`src/rtl/snake_game_ctrl.sv`:
```
// snake_game_ctrl: game-flow FSM for the snake game (menu, level choice, lives, win/over, pause, high score)
module snake_game_ctrl #(
  parameter int MAX_LEN   = 10,
  parameter int WIN_LEN   = 10,
  parameter int LEVELS    = 3,
  parameter int LIVES     = 3,
  parameter int ROW_MAX   = 23,
  parameter int MENU_GAME = 2,
  localparam int LW = $clog2(MAX_LEN + 1),
  localparam int VW = $clog2(LIVES + 1),
  localparam int PW = $clog2(LEVELS + 1)
) (
  input  logic                  clk,
  input  logic                  rst,
  input  logic                  enter,
  input  logic                  esc,
  input  logic                  pause,
  input  logic [LEVELS-1:0]     level_sel,
  input  logic [4:0]            menu_state,
  input  logic                  tick,
  input  logic [LW-1:0]         length,
  input  logic [10*MAX_LEN-1:0] body,
  output logic [2:0]            state,
  output logic [PW-1:0]         level,
  output logic [LW-1:0]         score,
  output logic [LW-1:0]         best,
  output logic [VW-1:0]         lives,
  output logic                  respawn,
  output logic                  finish
);
  typedef enum logic [2:0] {
    S_INITIAL, S_GAMING, S_END, S_WIN, S_OVER, S_CHOOSE, S_PAUSE, S_RESPAWN
  } st_t;
  st_t cur, nxt;
  logic self_hit, coll, hit;
  logic [PW-1:0] sel_lvl;
  // Segments 1..3 can never touch the head, so the self-hit scan starts at 4.
  always_comb begin
    self_hit = 1'b0;
    for (int i = 4; i < MAX_LEN; i++)
      self_hit = self_hit | (LW'(i) < length && body[10*i +: 10] == body[9:0]);
    coll = tick && (self_hit || body[4:0] > 5'(ROW_MAX) ||
                    (body[9:5] == 5'd31 && body[19:15] == 5'd0) ||
                    (body[9:5] == 5'd0 && body[19:15] == 5'd31));
    hit = cur == S_GAMING && score != LW'(WIN_LEN) && score != '0 && coll;
  end
  always_comb begin
    sel_lvl = '0;
    for (int i = LEVELS - 1; i >= 0; i--)
      if (level_sel[i]) sel_lvl = PW'(i + 1);
  end
  always_ff @(posedge clk)
    cur <= rst ? S_INITIAL : nxt;
  always_comb begin
    nxt = cur;
    case (cur)
      S_INITIAL: nxt = enter && menu_state == 5'(MENU_GAME) ? S_CHOOSE : S_INITIAL;
      S_CHOOSE:  nxt = |level_sel ? S_GAMING : S_CHOOSE;
      S_GAMING:  nxt = score == LW'(WIN_LEN) ? S_WIN :
                       score == '0 ? S_OVER :
                       coll ? (lives <= VW'(1) ? S_OVER : S_RESPAWN) :
                       pause ? S_PAUSE : S_GAMING;
      S_RESPAWN: nxt = S_GAMING;
      S_PAUSE:   nxt = pause || enter ? S_GAMING : esc ? S_END : S_PAUSE;
      S_WIN:     nxt = esc ? S_END : S_WIN;
      S_OVER:    nxt = esc ? S_END : S_OVER;
      S_END:     nxt = S_INITIAL;
      default:   nxt = S_INITIAL;
    endcase
  end
  always_comb state = cur;
  always_ff @(posedge clk) begin
    if (rst) begin
      level   <= '0;
      score   <= '0;
      best    <= '0;
      lives   <= '0;
      respawn <= 1'b0;
      finish  <= 1'b0;
    end else begin
      score   <= length;
      finish  <= cur == S_OVER;
      respawn <= nxt == S_RESPAWN || (cur == S_CHOOSE && nxt == S_GAMING);
      if (cur == S_INITIAL && nxt == S_CHOOSE) level <= '0;
      if (cur == S_CHOOSE && nxt == S_GAMING) begin
        level <= sel_lvl;
        lives <= VW'(LIVES);
      end
      if (hit && lives != '0) lives <= lives - 1'b1;
      if ((nxt == S_WIN || nxt == S_OVER) && nxt != cur && score > best) best <= score;
    end
  end
endmodule

```
`config.mk`:
```
export PLATFORM = sky130hd
export DESIGN_NAME = snake_game_ctrl
export DESIGN_NICKNAME = d
export VERILOG_FILES = /design/src/rtl/snake_game_ctrl.sv
export SDC_FILE = /design/constraint.sdc
export NUM_CORES = 1
export LEC_CHECK = 0
export BUFFER_PORTS_ARGS = -buffer_cell sky130_fd_sc_hd__buf_2
export CAP_MARGIN = 0
export CORE_ASPECT_RATIO = 0.9
export CORE_MARGIN = 2
export CORE_UTILIZATION = 38
export DETAILED_ROUTE_END_ITERATION = 10
export GPL_TIMING_DRIVEN = 1
export HOLD_SLACK_MARGIN = 0.1
export MAX_ROUTING_LAYER = met4
export PLACE_DENSITY = 0.89
export SETUP_SLACK_MARGIN = 0.15
export SLEW_MARGIN = 25
export SYNTH_ARGS = -nofsm -noshare
export SYNTH_HDL_FRONTEND = slang
export SYNTH_SLANG_ARGS = --single-unit
export TNS_END_PERCENT = 20
```
`constraint.sdc`:
```
create_clock -name clk -period 2.65 [get_ports clk]
set_clock_uncertainty 0.15 [all_clocks]
set_input_delay 0.1325 -clock clk [delete_from_list [all_inputs] [get_ports clk]]
set_output_delay 0.1325 -clock clk [all_outputs]
set_load 0.02 [all_outputs]
```
Word level (Yosys, flattened, before mapping)

Cells that the tools add are included.

Register bits: 17
Bits of input ports: 118
Output and inout port bits: 17
Logic and storage cells: 98

$add $sub $neg: 1
Order comparisons: 9
Equality and inequality tests: 24
Multiplexer cells: 19
Bitwise operators: 5
Reductions and logical operators: 33

Operators with widths:

| cell                                                                  | number |
|---|---|
| 10-bit equality test                                                  | 6 |
| 3-bit 2-to-1 mux                                                      | 9 |
| 3-bit case mux with 8 select lines                                    | 1 |
| 3-bit equality test, second input constant                            | 7 |
| 1-bit logical AND                                                     | 18 |
| 3-bit by 4-bit < comparator with 1-bit output, first input constant   | 4 |
| 2-bit 2-to-1 mux                                                      | 8 |
| 5-bit equality test, second input constant                            | 2 |
| 5-bit zero test                                                       | 2 |
| 3-bit by 2-bit equality test with 1-bit output, second input constant | 3 |
| 4-bit < comparator, first input constant                              | 2 |
| 3-bit by 1-bit equality test with 1-bit output, second input constant | 2 |
| 1-bit logical OR                                                      | 6 |
| 2-bit nonzero test                                                    | 3 |
| 5-bit by 2-bit equality test with 1-bit output, second input constant | 1 |
| 5-bit greater-than comparator, second input constant                  | 1 |
| 1-bit OR                                                              | 5 |
| 4-bit equality test, second input constant                            | 1 |
| 4-bit greater-than comparator                                         | 1 |
| 4-bit zero test                                                       | 1 |
| 4-bit inequality test, second input constant                          | 1 |
| 4-bit nonzero test                                                    | 1 |
| 3-bit zero test                                                       | 1 |
| 3-bit inequality test                                                 | 1 |
| other kinds (4)                                                       | 4 |

Logic depth before layout (Yosys ltp)

Depth in word-level cells: 19
Depth in mapped cells: 11
Depth with buffers taken out: 11

Worst setup path before layout

OpenSTA, ideal clock, no wires.

Path kind: in2reg
Start: in body[9]
End: reg best[0]
Setup time: 0.119 ns
Arrival time: 2.328 ns
Required time: 2.381 ns
Path slack: 0.052 ns
Cell stages on the path: 11
Path buffers: 1
Cell sequence: buf_6 or4b_1 nor4_2 a221oi_2 nand4_4 o2111ai_4 a311oi_2 nor2_2 or4_4 nand3_1 a21oi_1

Cells in the longest elaborated chain, start to end: 19
Elaborated cells on any way between the ends: 35
Classes of those cells: 10 x eq/ne; 4 x mux; 5 x bitwise; 16 x reduce/logical

RTL lines:

| what                                                                                         | RTL line | RTL |
|---|---|---|
| start, declared                                                                              | 22       | `input logic [10*MAX_LEN-1:0] body,` |
| 10-bit equality test                                                                         | 41       | `self_hit = self_hit \| (LW'(i) < length && body[10*i +: 10] == body[9:0]);` |
| 1-bit logical AND                                                                            | 41       |  |
| 1-bit OR (5 in a row)                                                                        | 41       |  |
| 1-bit logical OR (2 in a row)                                                                | 42       | `coll = tick && (self_hit \|\| body[4:0] > 5'(ROW_MAX) \|\|` |
| 1-bit logical OR (*)                                                                         | 43       | `(body[9:5] == 5'd31 && body[19:15] == 5'd0) \|\|` |
| 1-bit logical AND (*)                                                                        | 42       |  |
| 3-bit 2-to-1 mux (*)                                                                         | 61       | `coll ? (lives <= VW'(1) ? S_OVER : S_RESPAWN) :` |
| 3-bit 2-to-1 mux (*)                                                                         | 60       | `score == '0 ? S_OVER :` |
| 3-bit 2-to-1 mux (*)                                                                         | 59       | `S_GAMING: nxt = score == LW'(WIN_LEN) ? S_WIN :` |
| 3-bit case mux with 8 select lines (*)                                                       | 56       | `case (cur)` |
| 3-bit by 2-bit equality test with 1-bit output / 3-bit equality test (equally long branches) | 90       | `if ((nxt == S_WIN \|\| nxt == S_OVER) && nxt != cur && score > best) best <= score;` |
| 1-bit logical OR                                                                             | 90       |  |
| 1-bit logical AND (*) (2 in a row)                                                           | 90       |  |
| end signal, assigned                                                                         | 90       |  |
| end, declared                                                                                | 26       | `output logic [LW-1:0] best,` |

Mark *: on every way between the ends. The rest lies on a longest branch, timed or not.
A chain may end at the register's enable or synchronous reset.

Worst setup path in the final report

Start: reg cur[0], in the netlist state[0]
End: reg best[2]

Cells in the longest elaborated chain, start to end: 6
Elaborated cells on any way between the ends: 15
Classes of those cells: 10 x eq/ne; 1 x mux; 4 x reduce/logical

RTL lines:

| what                                                                                         | RTL line | RTL |
|---|---|---|
| start, declared                                                                              | 34       | `st_t cur, nxt;` |
| start signal, assigned                                                                       | 53       | `cur <= rst ? S_INITIAL : nxt;` |
| 3-bit by 2-bit equality test with 1-bit output (tied with other cells)                       | 56       |  |
| 3-bit case mux with 8 select lines                                                           | 56       |  |
| 3-bit by 2-bit equality test with 1-bit output / 3-bit equality test (equally long branches) | 90       |  |
| 1-bit logical OR                                                                             | 90       |  |
| 1-bit logical AND (*) (2 in a row)                                                           | 90       |  |

Marks and branches as above.

==> run_results.csv <==
group,metric,value,unit
status,status,"finished, final reports clean",
power,p_leak,1.34,nW
clock_network,cts_sinks,17,
synth,syn_nets,370,
clock_network,cts.clk_slew.worst_paths,70,ps
finish,nNetsFinal,509,
grt,grt_max_degree,17,
floorplanning,start_util,39.9,%
floorplanning,dieArea,5770,sq um
critical_path,path_class,"reg -> reg",
grt,antenna_found_initial,0,
synth,yosysSeqAreaShare,17.3,%
routing,totalWireLength,6.87,mm
synth,ys_ff_latch,17,
synth,ys_top_cells_by_area,"xor2_1 20%, dfxtp_1 17%, xnor2_1 7.1%, o21ai_0 4.1%, ha_1 3.8%",
grt,grt-ovfl-total,0,
grt,grt_usage,23.8,%
synth,synth_xor_area_share,26.7,%
timing,drv_slew,0,
finish,n_antenna_cell,0,
clock_network,clkLatencyLatePin,250,ps
timing,max_slew_margin,72.4,%
power,powerDensity,368,nW/um^2
finish,final_cells,449,
placed_design,gp_congestion,0.943,
routing,drc,0,
synth,synth_compound_area_share,16.8,%
min_path,worstHoldPathType,"in -> reg",
clock_network,numCtsBuffers,3,
synth,synth-simple-area-share,27.2,%
finish,drive_above_1_share,46.9,%
finish,final_area,3050,sq um
synth,yosysUniqueCellTypes,48,
floorplanning,rows,24,
floorplanning,ios,135,
clock_network,cts_root_buffer,"clkbuf_8",
clock_network,cts_tree,"done",
grt,grt_pass1_vias,2432,
synth,synth_top_area_share,19.6,%
finish,areaGrowthSynthToFinish,54.9,%
flow_run,drv_cap,0,
synth,async_flop_share,0,%
grt,grt_pass1_wl,10.7,mm
routing,postRouteAntennaNets,0,
clock_network,postCtsSetupBuffers,0,
synth,syn_inst,246,
timing,rsz0062_at_grt,"yes",
critical_path,cp_max_fo,9,
routing,drt_first_pass_iters,4,
timing,post-route-period-util,96.0,%
placed_design,placed_area,2730,sq um
routing,wire_per_inst,15.3,microns
critical_path,cp.arrival,2530,ps
critical_path,end_kind,"flop",
routing,vias,2388,
synth,yosysWarnings,0,
routing,drtIter0Drc,119,
power,peakVddDrop,0.205,mV
placed_design,port_buffers,109,
synth,synth_adder_area_share,3.82,%
timing,setup_violations,0,
floorplanning,core,4920,sq um
critical_path,critPathLaunchType,"flop",
synth,synth.cell_area,1970,sq um
synth,synth_area_per_cell,8.00,sq um
synth,yosys.area.top_type,"xor2_1",
synth,synth_top_family_by_area,"simple AND/OR/NAND/NOR gates",
timing,fmax,393,MHz
clock_network,cts_buffer_depth,2,
floorplanning,die_w,79.8,microns
timing,tightest_slew,411,ps
timing,period_minus_slack,2550,ps
floorplanning,die_h,72.3,microns
synth,synth_edf_count,0,
clock_network,htreeDepth,1,
power,power,1.12,mW
timing,final_hold_viol_count,0,
routing,via_per_inst,5.32,
placed_design,dp_hpwl,5.31,mm
critical_path,required,2630,ps
synth,synthFlopType,"dfxtp_1",
placed_design,post-place-cells,437,
synth,synthMuxAreaShare,0,%
-- synth_stat cells, drive strengths merged (3+ instances only) --
library cell and instances:
o21ai 16, or3 7, xor2 44, buf 14, a211oi 4, ha 6, nor4 14, and4 3
nor2 12, nor3 7, nand3 13, inv 16, nor2b 6, nand2 4, nand4 8, a21oi 10
dfxtp 17, xnor2 16
-- sequential cells by signal, indices dropped and copies added, names as in the netlist --
| name | flops |
|---|---|
| score | 4 |
| respawn | 1 |
| best | 4 |
| level | 2 |
| finish | 1 |
| lives | 2 |
| state | 3 |
-- worst max-delay path, cell delays in order (launching register included) --
cell and delay (ps):
dfxtp_4 380, and3b_1 220, a221oi_4 290, nor3b_2 230
nand4_1 160, o211ai_1 250, o21ai_1 110, o21ai_1 180
buf_4 160, nor4_4 40, o21ai_0 170, a21oi_1 90
-- cell usage in the layout (no fill, tap or decap), types with 7 or more instances in the layout --
master / netlist / routed
nor2_1: 11 / 11
nand4_1: 7 / 7
dlygate4sd3_1: 0 / 8
xnor2_1: 16 / 16
buf_4: 7 / 30
nor4_1: 12 / 8
nor3_1: 7 / 7
xor2_1: 44 / 43
inv_1: 16 / 16
nand3_1: 13 / 7
a21oi_1: 10 / 9
o21ai_0: 16 / 11
buf_2: 5 / 108
dfxtp_1: 17 / 12
-- final timing paths --
path	start	endpoint	slack, ps	cells after the start
worst max-delay path	state[0]$_SDFF_PP0_	best[2]$_SDFFE_PP0P_	100	11
worst min-delay path	level_sel[2]	level[1]$_SDFFE_PP0P_	150	4
worst max register to register	state[0]$_SDFF_PP0_	best[2]$_SDFFE_PP0P_	100	11
worst min register to register	level[0]$_SDFFE_PP0P_	level[0]$_SDFFE_PP0P_	330	2
-- through the flow --
stage	worst slack (ps)	hold WS, ps	setup TNS (ps)	utilization [%]
CTS	156	151	0	61.1
detailed placement	-262	258	-1420	55.4
floorplan	92.2	54.1	0	-
finish	105	153	0	61.9
global route	-0.453	176	-0.453	61.9
global placement	-197	246	-979	55.4
-- logic make-up (layout without fill, tap and decap cells) --
kind of cell / after synthesis / after routing
compound gates: 47 / 47
xor+xnor: 60 / 60
fa+ha+maj: 6 / 6
buf+inv: 30 / 168
flops: 17 / 17
simple gates: 86 / 86
-- metal layers --
metal	routed length, microns	global-route usage (%)	vias up	part of all wire [%]
li1	-	-	1160	-
met1	2930	28.9	1114	43
met2	3480	41.6	102	51
met3	327	2.74	12	4.8
met4	122	7.16	0	1.8
met5	0	-	-	0
-- where the power goes --
group | switching [mW] | internal (mW) | total [mW]
clock | 0.0904 | 0.104 | 0.195
sequential | 0.0233 | 0.278 | 0.301
combinational | 0.332 | 0.293 | 0.625
-- layout make-up --
class,count,area (sq um)
Tap cell,65,81.3
Clock buffer,3,41.3
Clock inverter,1,5.00
Multi-Input combinational cell,199,1640
Fill cell,436,1880
Sequential cell,17,349
Timing Repair Buffer,148,868
Inverter,16,60.1
-- what timing repair did --
item,4_1_cts,5_1_grt
endpoints found under the setup margin,6,9
pin swaps,16,6
resized for setup,29,12
hold endpoints to repair,7,0
hold buffers,8,0
No activity file was read; power rests on OpenSTA's default activity.
